==> config.mk <==
export PLATFORM = sky130hd
export DESIGN_NAME = flicky_sound_latch
export DESIGN_NICKNAME = d
export VERILOG_FILES = /design/src/rtl/flicky_sound_latch_pkg.sv /design/src/rtl/snd_cmd_fifo.sv /design/src/rtl/flicky_sound_latch.sv
export SDC_FILE = /design/constraint.sdc
export NUM_CORES = 1
export LEC_CHECK = 0
export BUFFER_PORTS_ARGS = -buffer_cell sky130_fd_sc_hd__clkbuf_2
export CAP_MARGIN = 20
export CELL_PAD_IN_SITES_DETAIL_PLACEMENT = 0
export CELL_PAD_IN_SITES_GLOBAL_PLACEMENT = 2
export CORE_MARGIN = 5
export CORE_UTILIZATION = 43
export CTS_BUF_LIST = sky130_fd_sc_hd__clkbuf_8
export DETAILED_ROUTE_END_ITERATION = 10
export MAX_ROUTING_LAYER = met4
export PLACE_DENSITY = 0.86
export SLEW_MARGIN = 20
export SYNTH_ARGS = -nofsm -noshare
export SYNTH_HDL_FRONTEND = slang
export SYNTH_HIERARCHICAL = 1
export SYNTH_SLANG_ARGS = --single-unit
==> constraint.sdc <==
create_clock -name CLK48M -period 3.65 [get_ports CLK48M]
set_input_delay 0.1825 -clock CLK48M [delete_from_list [all_inputs] [get_ports CLK48M]]
set_output_delay 0.1825 -clock CLK48M [all_outputs]
set_load 0.05 [all_outputs]
==> src/rtl/flicky_sound_latch_pkg.sv <==
// Shared definitions for the sound-command latch and the sound-CPU top.
package flicky_sound_latch_pkg;

  typedef enum logic [1:0] {
    IDLE  = 2'd0,
    PULSE = 2'd1,
    WAIT  = 2'd2
  } nmi_state_t;

  localparam int unsigned IRQ_DIV_DEFAULT = 192000;
  localparam int unsigned NMI_CNT_W       = 8;
  localparam int unsigned CMD_W           = 8;

  // Counter width for a modulus, never below one bit.
  function automatic int unsigned cnt_width(input int unsigned modulus);
    return (modulus > 1) ? $clog2(modulus) : 1;
  endfunction

endpackage

==> src/rtl/snd_cmd_fifo.sv <==
// Command FIFO with a registered head byte that holds the last popped value
// while empty.
module snd_cmd_fifo
  import flicky_sound_latch_pkg::*;
#(
  parameter int unsigned DEPTH = 4,
  localparam int unsigned AW = $clog2(DEPTH),
  localparam int unsigned CW = AW + 1
) (
  input  logic             clk,
  input  logic             rst_n,
  input  logic             push,
  input  logic             pop,
  input  logic [CMD_W-1:0] wr_data,
  output logic [CMD_W-1:0] head,
  output logic [CW-1:0]    count,
  output logic             empty,
  output logic             full
);

  logic [CMD_W-1:0] mem [DEPTH];
  logic [AW-1:0]    wr_ptr, rd_ptr, rd_ptr_n;
  logic [CW-1:0]    count_n;
  logic [CMD_W-1:0] head_n;
  logic             do_push, do_pop;

  // A pop frees a slot in the same cycle, so push-while-full-with-pop is accepted.
  always_comb begin
    do_pop   = pop & ~empty;
    do_push  = push & (~full | do_pop);
    count_n  = count + CW'(do_push) - CW'(do_pop);
    rd_ptr_n = rd_ptr + AW'(do_pop);
    head_n   = head;
    if (count_n != '0) begin
      if (do_push && (rd_ptr_n == wr_ptr)) head_n = wr_data;
      else                                 head_n = mem[rd_ptr_n];
    end
  end

  always_ff @(posedge clk or negedge rst_n) begin
    if (!rst_n) begin
      for (int i = 0; i < int'(DEPTH); i++) mem[i] <= '0;
      wr_ptr <= '0;
      rd_ptr <= '0;
      count  <= '0;
      head   <= '0;
      empty  <= 1'b1;
      full   <= 1'b0;
    end else begin
      if (do_push) begin
        mem[wr_ptr] <= wr_data;
        wr_ptr      <= wr_ptr + AW'(1);
      end
      rd_ptr <= rd_ptr_n;
      count  <= count_n;
      head   <= head_n;
      empty  <= (count_n == '0);
      full   <= (count_n == CW'(DEPTH));
    end
  end

endmodule

==> src/rtl/flicky_sound_latch.sv <==
// Main-CPU to sound-CPU command latch: command FIFO, per-command NMI pulse
// and periodic maskable interrupt.
module flicky_sound_latch
  import flicky_sound_latch_pkg::*;
#(
  parameter int unsigned FIFO_DEPTH = 4,
  parameter int unsigned NMI_LEN    = 16,
  parameter int unsigned IRQ_DIV    = IRQ_DIV_DEFAULT
) (
  input  logic             CLK48M,
  input  logic             RESETn,
  input  logic             SNDRQ,
  input  logic [CMD_W-1:0] CPUDO,
  input  logic             SRD,
  input  logic             SINTACK,
  output logic [CMD_W-1:0] SDO,
  output logic             SNMI,
  output logic             SINT,
  output logic             EMPTY,
  output logic             FULL,
  output logic             OVF
);

  localparam int unsigned CW    = $clog2(FIFO_DEPTH) + 1;
  localparam int unsigned IRQ_W = cnt_width(IRQ_DIV);

  logic sndrq_q, srd_q, ack_q;
  logic push_c, pop_c, ackedge_c;

  logic [CW-1:0] fifo_count;

  nmi_state_t           state_q, state_n;
  logic [NMI_CNT_W-1:0] nmi_cnt_q, nmi_cnt_n;
  logic                 snmi_n;

  logic [IRQ_W-1:0] irq_cnt_q;
  logic             irq_wrap_c;

  // Edge detectors: one push per SNDRQ rise, one pop per SRD fall.
  always_comb begin
    push_c    = SNDRQ & ~sndrq_q;
    pop_c     = ~SRD & srd_q & ~EMPTY;
    ackedge_c = SINTACK & ~ack_q;
  end

  always_ff @(posedge CLK48M or negedge RESETn) begin
    if (!RESETn) begin
      sndrq_q <= 1'b0;
      srd_q   <= 1'b0;
      ack_q   <= 1'b0;
    end else begin
      sndrq_q <= SNDRQ;
      srd_q   <= SRD;
      ack_q   <= SINTACK;
    end
  end

  snd_cmd_fifo #(
    .DEPTH (FIFO_DEPTH)
  ) u_fifo (
    .clk     (CLK48M),
    .rst_n   (RESETn),
    .push    (push_c),
    .pop     (pop_c),
    .wr_data (CPUDO),
    .head    (SDO),
    .count   (fifo_count),
    .empty   (EMPTY),
    .full    (FULL)
  );

  // Sticky overflow: a push that found no room and had no pop to make one.
  always_ff @(posedge CLK48M or negedge RESETn) begin
    if (!RESETn) OVF <= 1'b0;
    else if (push_c && !pop_c && (fifo_count == CW'(FIFO_DEPTH))) OVF <= 1'b1;
  end

  always_ff @(posedge CLK48M or negedge RESETn) begin
    if (!RESETn) begin
      state_q   <= IDLE;
      nmi_cnt_q <= '0;
      SNMI      <= 1'b0;
    end else begin
      state_q   <= state_n;
      nmi_cnt_q <= nmi_cnt_n;
      SNMI      <= snmi_n;
    end
  end

  // One fixed-length NMI per command; re-arms only after the sound CPU reads.
  always_comb begin
    state_n   = state_q;
    nmi_cnt_n = nmi_cnt_q;
    snmi_n    = 1'b0;
    unique case (state_q)
      IDLE: begin
        if (!EMPTY) begin
          state_n   = PULSE;
          nmi_cnt_n = NMI_CNT_W'(NMI_LEN - 1);
          snmi_n    = 1'b1;
        end
      end
      PULSE: begin
        if (nmi_cnt_q == '0) begin
          state_n = WAIT;
        end else begin
          nmi_cnt_n = nmi_cnt_q - NMI_CNT_W'(1);
          snmi_n    = 1'b1;
        end
      end
      WAIT: begin
        if (pop_c) state_n = IDLE;
      end
      default: state_n = IDLE;
    endcase
  end

  assign irq_wrap_c = (irq_cnt_q == IRQ_W'(IRQ_DIV - 1));

  // Free-running divider; a wrap outranks a simultaneous acknowledge.
  always_ff @(posedge CLK48M or negedge RESETn) begin
    if (!RESETn) begin
      irq_cnt_q <= '0;
      SINT      <= 1'b0;
    end else begin
      irq_cnt_q <= irq_wrap_c ? '0 : irq_cnt_q + IRQ_W'(1);
      if (irq_wrap_c)     SINT <= 1'b1;
      else if (ackedge_c) SINT <= 1'b0;
    end
  end

endmodule

; Word level (Yosys, flattened, before mapping)
; Index checks and enable logic that the tools add are counted.
; Widths: inputs -> output; s select.
[totals]
register_bits = 83
input_bits = 13
out_inout_bits = 13
wordCells = 85
[op_classes]
n_addsub = 6
magnitude_cmp = 3
eq_ne = 10
n_mux = 20
bitwise_logic = 14
reduce_logical = 13
[op_table]
columns = op, count
row1 = $mux 8, 6
row2 = $bwmux 32, 1
row3 = $add 18x1->18 const B, 1
row4 = $eq 18x18->1 const B, 1
row5 = $mux 18, 1
row6 = $bmux 8 s2, 1
row7 = $demux 8 s2, 1
row8 = $pmux 8 s2, 1
row9 = $logic_not 8->1, 1
row10 = $ne 2x2->1 const B, 4
row11 = $sub 8x1->8 const B, 1
row12 = $and 1x1->1, 6
row13 = $eq 3x3->1 const B, 2
row14 = $ge 3x3->1 const B, 2
row15 = $mux 2, 3
row16 = $not 2->3, 2
row17 = $pmux 2 s3, 1
row18 = $reduce_and 3->1, 2
row19 = $not 1->1, 5
row20 = $logic_and 1x1->1, 4
row21 = $mux 1, 4
row22 = $reduce_bool 2->1, 2
row23 = $add 3x1->3, 1
row24 = $logic_not 3->1, 1
row25 = 12 further kinds, 12

; Longest topological paths before layout
[depth]
depth_word = 10
mapped_depth = 16
ltp_nobuf = 13

; By module
; Netlist, hierarchy kept.
[modules_own_cells]
columns = mod, n_inst, cells_per_inst, area_each_um2, seq_area_each_um2
row1 = snd_cmd_fifo, 1, 187, 2406.1, 1227.4
row2 = flicky_sound_latch, 1, 152, 1592.8, 850.8

; Worst setup path after synthesis
; Ideal clock, no wire load.
[synth_path]
kind = register to register
from = reg u_fifo.empty
to = reg u_fifo.head[0]
setup_time_ns = 0.125
arrival_ns = 3.137
required_time_ns = 3.525
setup_slack_ns = 0.388
path_stages_with_launch = 17
path_buffers = 3
period_less_slack_ns = 3.262
cell_sequence = dfstp_2 -> nor3b_1 -> nor2b_2 -> o21a_1 -> buf_4 -> inv_1 -> ha_1 -> inv_1 -> ha_1 -> inv_1 -> fa_1 -> nand2b_1 -> clkbuf_1 -> or2_1 -> buf_6 -> a31oi_1 -> o21ai_1
[synth_between]
elab_chain_cells = 9
elab_cells_between_ends = 16
cone_classes = 3 x add/sub / 1 x eq/ne / 4 x mux / 6 x bitwise / 2 x reduce/logical
[synth_rtl]
columns = element, line_no
row1 = start: declaration, snd_cmd_fifo.sv:17  ; output logic empty,
row2 = start signal: assignment, snd_cmd_fifo.sv:57  ; empty <= (count_n == '0);
row3 = $not 1->1 (*), flicky_sound_latch.sv:42  ; pop_c = ~SRD & srd_q & ~EMPTY;
row4 = $and 1x1->1 (*), flicky_sound_latch.sv:42
row5 = named net pop_c, flicky_sound_latch.sv:28  ; logic push_c, pop_c, ackedge_c;
row6 = $and 1x1->1 (*), snd_cmd_fifo.sv:29  ; do_pop = pop & ~empty;
row7 = branches (longest 6 deep; another with $add 3x1->3), --
row8 = end signal: assignment, snd_cmd_fifo.sv:56  ; head <= head_n;
row9 = end: declaration, snd_cmd_fifo.sv:15  ; output logic [CMD_W-1:0] head,
; Mark *: on every way through the listed nets, which the timed path passes. The select of a mux whose other input is x is not followed.
; A chain may end at the register's enable or synchronous reset.

; Worst setup path after layout
[layout_path]
from = in SRD
to = reg u_fifo.head[2]
[layout_between]
elab_chain_cells = 10
elab_cells_between_ends = 17
cone_classes = 3 x add/sub / 1 x eq/ne / 4 x mux / 7 x bitwise / 2 x reduce/logical
[layout_rtl]
columns = element, line_no
row1 = start: declaration, flicky_sound_latch.sv:14  ; input logic SRD,
row2 = $not 1->1 (*), flicky_sound_latch.sv:42
row3 = $and 1x1->1 (*) (2 in a row), flicky_sound_latch.sv:42
row4 = named net pop_c, flicky_sound_latch.sv:28
row5 = $and 1x1->1 (*), snd_cmd_fifo.sv:29
row6 = branches (longest 6 deep; another with $add 3x1->3), --
; Marked as above.

==> key figures <==
Final layout
  • Share of layout cells above drive strength 1: 18.0%
  • Final nets: 397
  • Register area: 2080 um^2
  • Fillers: 835
  • Area Overhead vs Synth: 13.2%
  • Area of the multi-input gates: 1790 um^2
  • Antenna fix cells: 0

Power
  • Overall power: 3.83 mW
  • Clock power share: 20.8%
  • Flop pwr share: 38.2%
  • PwrDens: 846 nW/um^2
  • Gate power share: 41.1%
  • Static leakage: 2.05 nW
  • Cell Int Power: 2.37 mW
  • P_sw: 1.45 mW
  • VDD IR-drop max: 0.381 mV
  • Sw Ratio: 38.0%

Clock network
  • Clock sink count: 83
  • H-tree levels: 3
  • CTS tree: yes
  • CTS max path bufs: 2
  • Number of CTS-inserted buffers: 9
  • Clock Latency Late Sink: 340 ps
  • Post-CTS setup buffer count: 0
  • Clock root cell: clkbuf_8
  • Clock Pin Slew Worst Setup and Hold Paths: 90 ps
  • Count of hold-fix buffers inserted at cts: 3
  • Post-CTS resize count: 0

Worst hold path
  • Hold Path Class: in2reg

Synth
  • Synth Instances: 339
  • Async SR Flop Fraction: 100%
  • Simple-gate portion of the synthesized area: 14.3%
  • EDFF count, synth: 0
  • Sequential area share after synthesis: 52.0%
  • Synth Area in Compound Gates: 7.10%
  • Mapped Area: 4000 um^2
  • Synth Area in Adders: 3.63%
  • Largest family of logic cells by synthesized area: simple AND/OR/NAND/NOR gates
  • Synth Flop Type: dfrtp_1
  • YS warnings: 6
  • Post-synthesis mux area share: 14.0%
  • Syn_area_per_cell: 11.8 um^2
  • XOR/XNOR share of the synthesized area: 5.69%
  • Yosys cell types: 55
  • Syn Nets: 363
  • #FFs+latches synth: 83

STA
  • Final hold violation count: 0
  • Top achievable clock speed: 0.312 GHz
  • Worst slew margin: 37.2%
  • Post-layout minimum cycle time: 3210 ps
  • Fin crit share: 87.9%
  • Final setup fails: 0
  • RSZ-0062 raised after global routing: no
  • PnR worst setup slack: 440 ps
  • Setup TNS after final layout: 0 ps
  • Slew Limit Fails: 0
  • Worst Tran Pin Value: 942 ps
  • Worst Skew: 11.5 ps

Floorplanning
  • Die height: 106 um
  • Die footprint: 11300 um^2
  • Starting density of the core: 43.7%
  • I/O pin count: 26
  • Die X: 106 um
  • Core footprint: 9150 um^2
  • Site Rows: 35

Route
  • WL final: 8050 um
  • Residual DRC count: 0
  • Via density: 5.37
  • Post-route antenna net violation count: 0
  • WL/cell: 16.5 um
  • DR iter-0 viols: 65
  • Initial DRT Pass Iterations: 4
  • Detailed-route via count: 2624

Global route
  • Largest net degree at the start of global routing: 84
  • First-pass GRT wire length: 13700 um
  • GRT Overall Usage: 15.6%
  • Antenna violations before repair: 0
  • Vias in the first global route: 2712
  • Grt ovf: 0

Placed design
  • # port buffers: 25
  • HPWL after DPL: 5340 um
  • Gpl congestion: 0.768
  • DP Worst Slack: 548 ps

Flow run
  • Max cap viols: 0

Critical path
  • Crit end category: flip-flop
  • Worst Path Arrival: 3440 ps
  • CP peak stage delay: 530 ps
  • Critical path type: in2reg
  • Crit path top cell by count: inv_1
  • Slowest cell on the critical path: dlygate4sd3_1
  • Critical path peak fanout: 9
  • CP startpoint kind: input pin
  • CP Cell Sequence: dlygate4sd3_1, clkbuf_2, nor3b_1, nor2b_2, o21a_1, inv_1, ha_1, inv_1, ha_1, inv_1, fa_1, xor3_1, or2_1, inv_2, o21ai_1
  • WP data required: 3880 ps

Status
  • Outcome: finished, final reports clean
==> routing by layer <==
metal  part of all wire, %  up-vias  GRT usage [%]
met4                   1.1        0           4.93
met1                    51     1289           22.3
li1                      -     1280              -
met5                     0        -              -
met2                    45       47           23.1
met3                   3.5        8           2.19
==> sequential cells by signal, indices dropped and copies added (netlist names) <==
signal and count:
OVF 1, SINT 1, SNMI 1, ack_q 1, irq_cnt_q 18, nmi_cnt_q 8
sndrq_q 1, srd_q 1, state_q 2, u_fifo/count 3, u_fifo/empty 1, u_fifo/full 1
u_fifo/head 8, u_fifo/mem 32, u_fifo/rd_ptr 2, u_fifo/wr_ptr 2
==> critical path: cells and delay by family <==
| kind | cells | cell delay [ps] |
|---|---|---|
| buffers and inverters | 6 | 1010 |
| adder cells (fa/ha/maj) | 3 | 770 |
| AND/OR/NAND/NOR | 3 | 1010 |
| XOR/XNOR | 1 | 200 |
| AO/OA/AOI/OAI | 2 | 270 |
==> cell families after synthesis <==
family,count (synthesis)
flops,83
fa+ha+maj,11
mux,51
simple gates,100
buf+inv,30
compound gates,43
xor+xnor,21
==> through the flow <==
stage          hold WS (ps)  instance area, um^2  util [%]  instances
2_1_floorplan          -113                 4000         -        339
3_3_place_gp            304                 4240      46.3        469
3_5_place_dp            310                 4240      46.3        469
4_1_cts                69.9                 4510      49.3        488
5_1_grt                 105                 4530      49.5        489
6_report                116                 4530      49.5        489
==> Yosys cell counts (2+ instances only) <==
cell	instances	area (um^2)
nor3b_1	2	15.0
nor3_1	15	75.1
ha_1	10	125
mux2_2	8	90.1
nor4_1	3	18.8
clkbuf_1	4	15.0
o21ai_1	8	40.0
buf_2	4	20.0
or4_1	2	15.0
and4_1	3	26.3
a31oi_1	9	56.3
dfrtp_1	82	2050
mux2_1	32	360
nand3_1	8	40.0
inv_1	18	67.6
a32oi_1	8	70.1
mux2i_1	11	110
a21oi_1	6	30.0
nand2_4	4	45.0
o2111ai_1	2	17.5
or2_2	2	12.5
buf_4	2	15.0
xor2_1	8	70.1
nor2b_1	3	18.8
and2_1	2	12.5
or3_1	2	12.5
nor2_1	24	90.1
nand4_1	9	56.3
o21ai_0	4	20.0
nand2_1	9	33.8
xnor2_1	9	78.8
nand2b_1	3	18.8
==> final cells by class <==
type	count	share of cell area [%]
timing repair buffer	34	4.62
sequential	83	45.9
inverter	19	1.58
clock buffer	10	3.04
tap	111	3.07
multi-input combinational	226	39.5
clock inverter	6	2.29
==> power by group through the flow <==
stage | sequential, mW | combinational (mW) | clock [mW]
after floorplan | 1.62 | 1.06 | 0
after global placement | 1.47 | 1.55 | 0
after detailed placement | 1.48 | 1.58 | 0
after CTS | 1.46 | 1.59 | 0.816
after global routing | 1.50 | 1.73 | 0.858
final | 1.46 | 1.57 | 0.795
==> cell usage in the layout, fill, tap and decap left out, types with 10 or more instances in the layout <==
cell type  instances
clkbuf_2          24
clkbuf_8          10
dfrtp_1           82
ha_1              10
inv_1             19
mux2_1            32
mux2i_1           11
nor2_1            24
nor3_1            15
==> path summary, 6_finish.rpt <==
check | startpoint | to | slack [ps] | cells after the start
max in group asynchronous | RESETn | irq_cnt_q[4]$_DFF_PN0_ | 2670 | 2
min reg2reg | OVF$_DFFE_PN0P_ | OVF$_DFFE_PN0P_ | 480 | 1
max | SRD | u_fifo/head[2]$_DFFE_PN0P_ | 440 | 15
min | CPUDO[5] | u_fifo/mem[5]$_DFFE_PN0P_ | 120 | 2
min in group asynchronous | RESETn | u_fifo/count[1]$_DFF_PN0_ | 450 | 2
max reg2reg | u_fifo/empty$_DFF_PN1_ | u_fifo/head[2]$_DFFE_PN0P_ | 520 | 13
No activity file was read; power rests on OpenSTA's default activity.
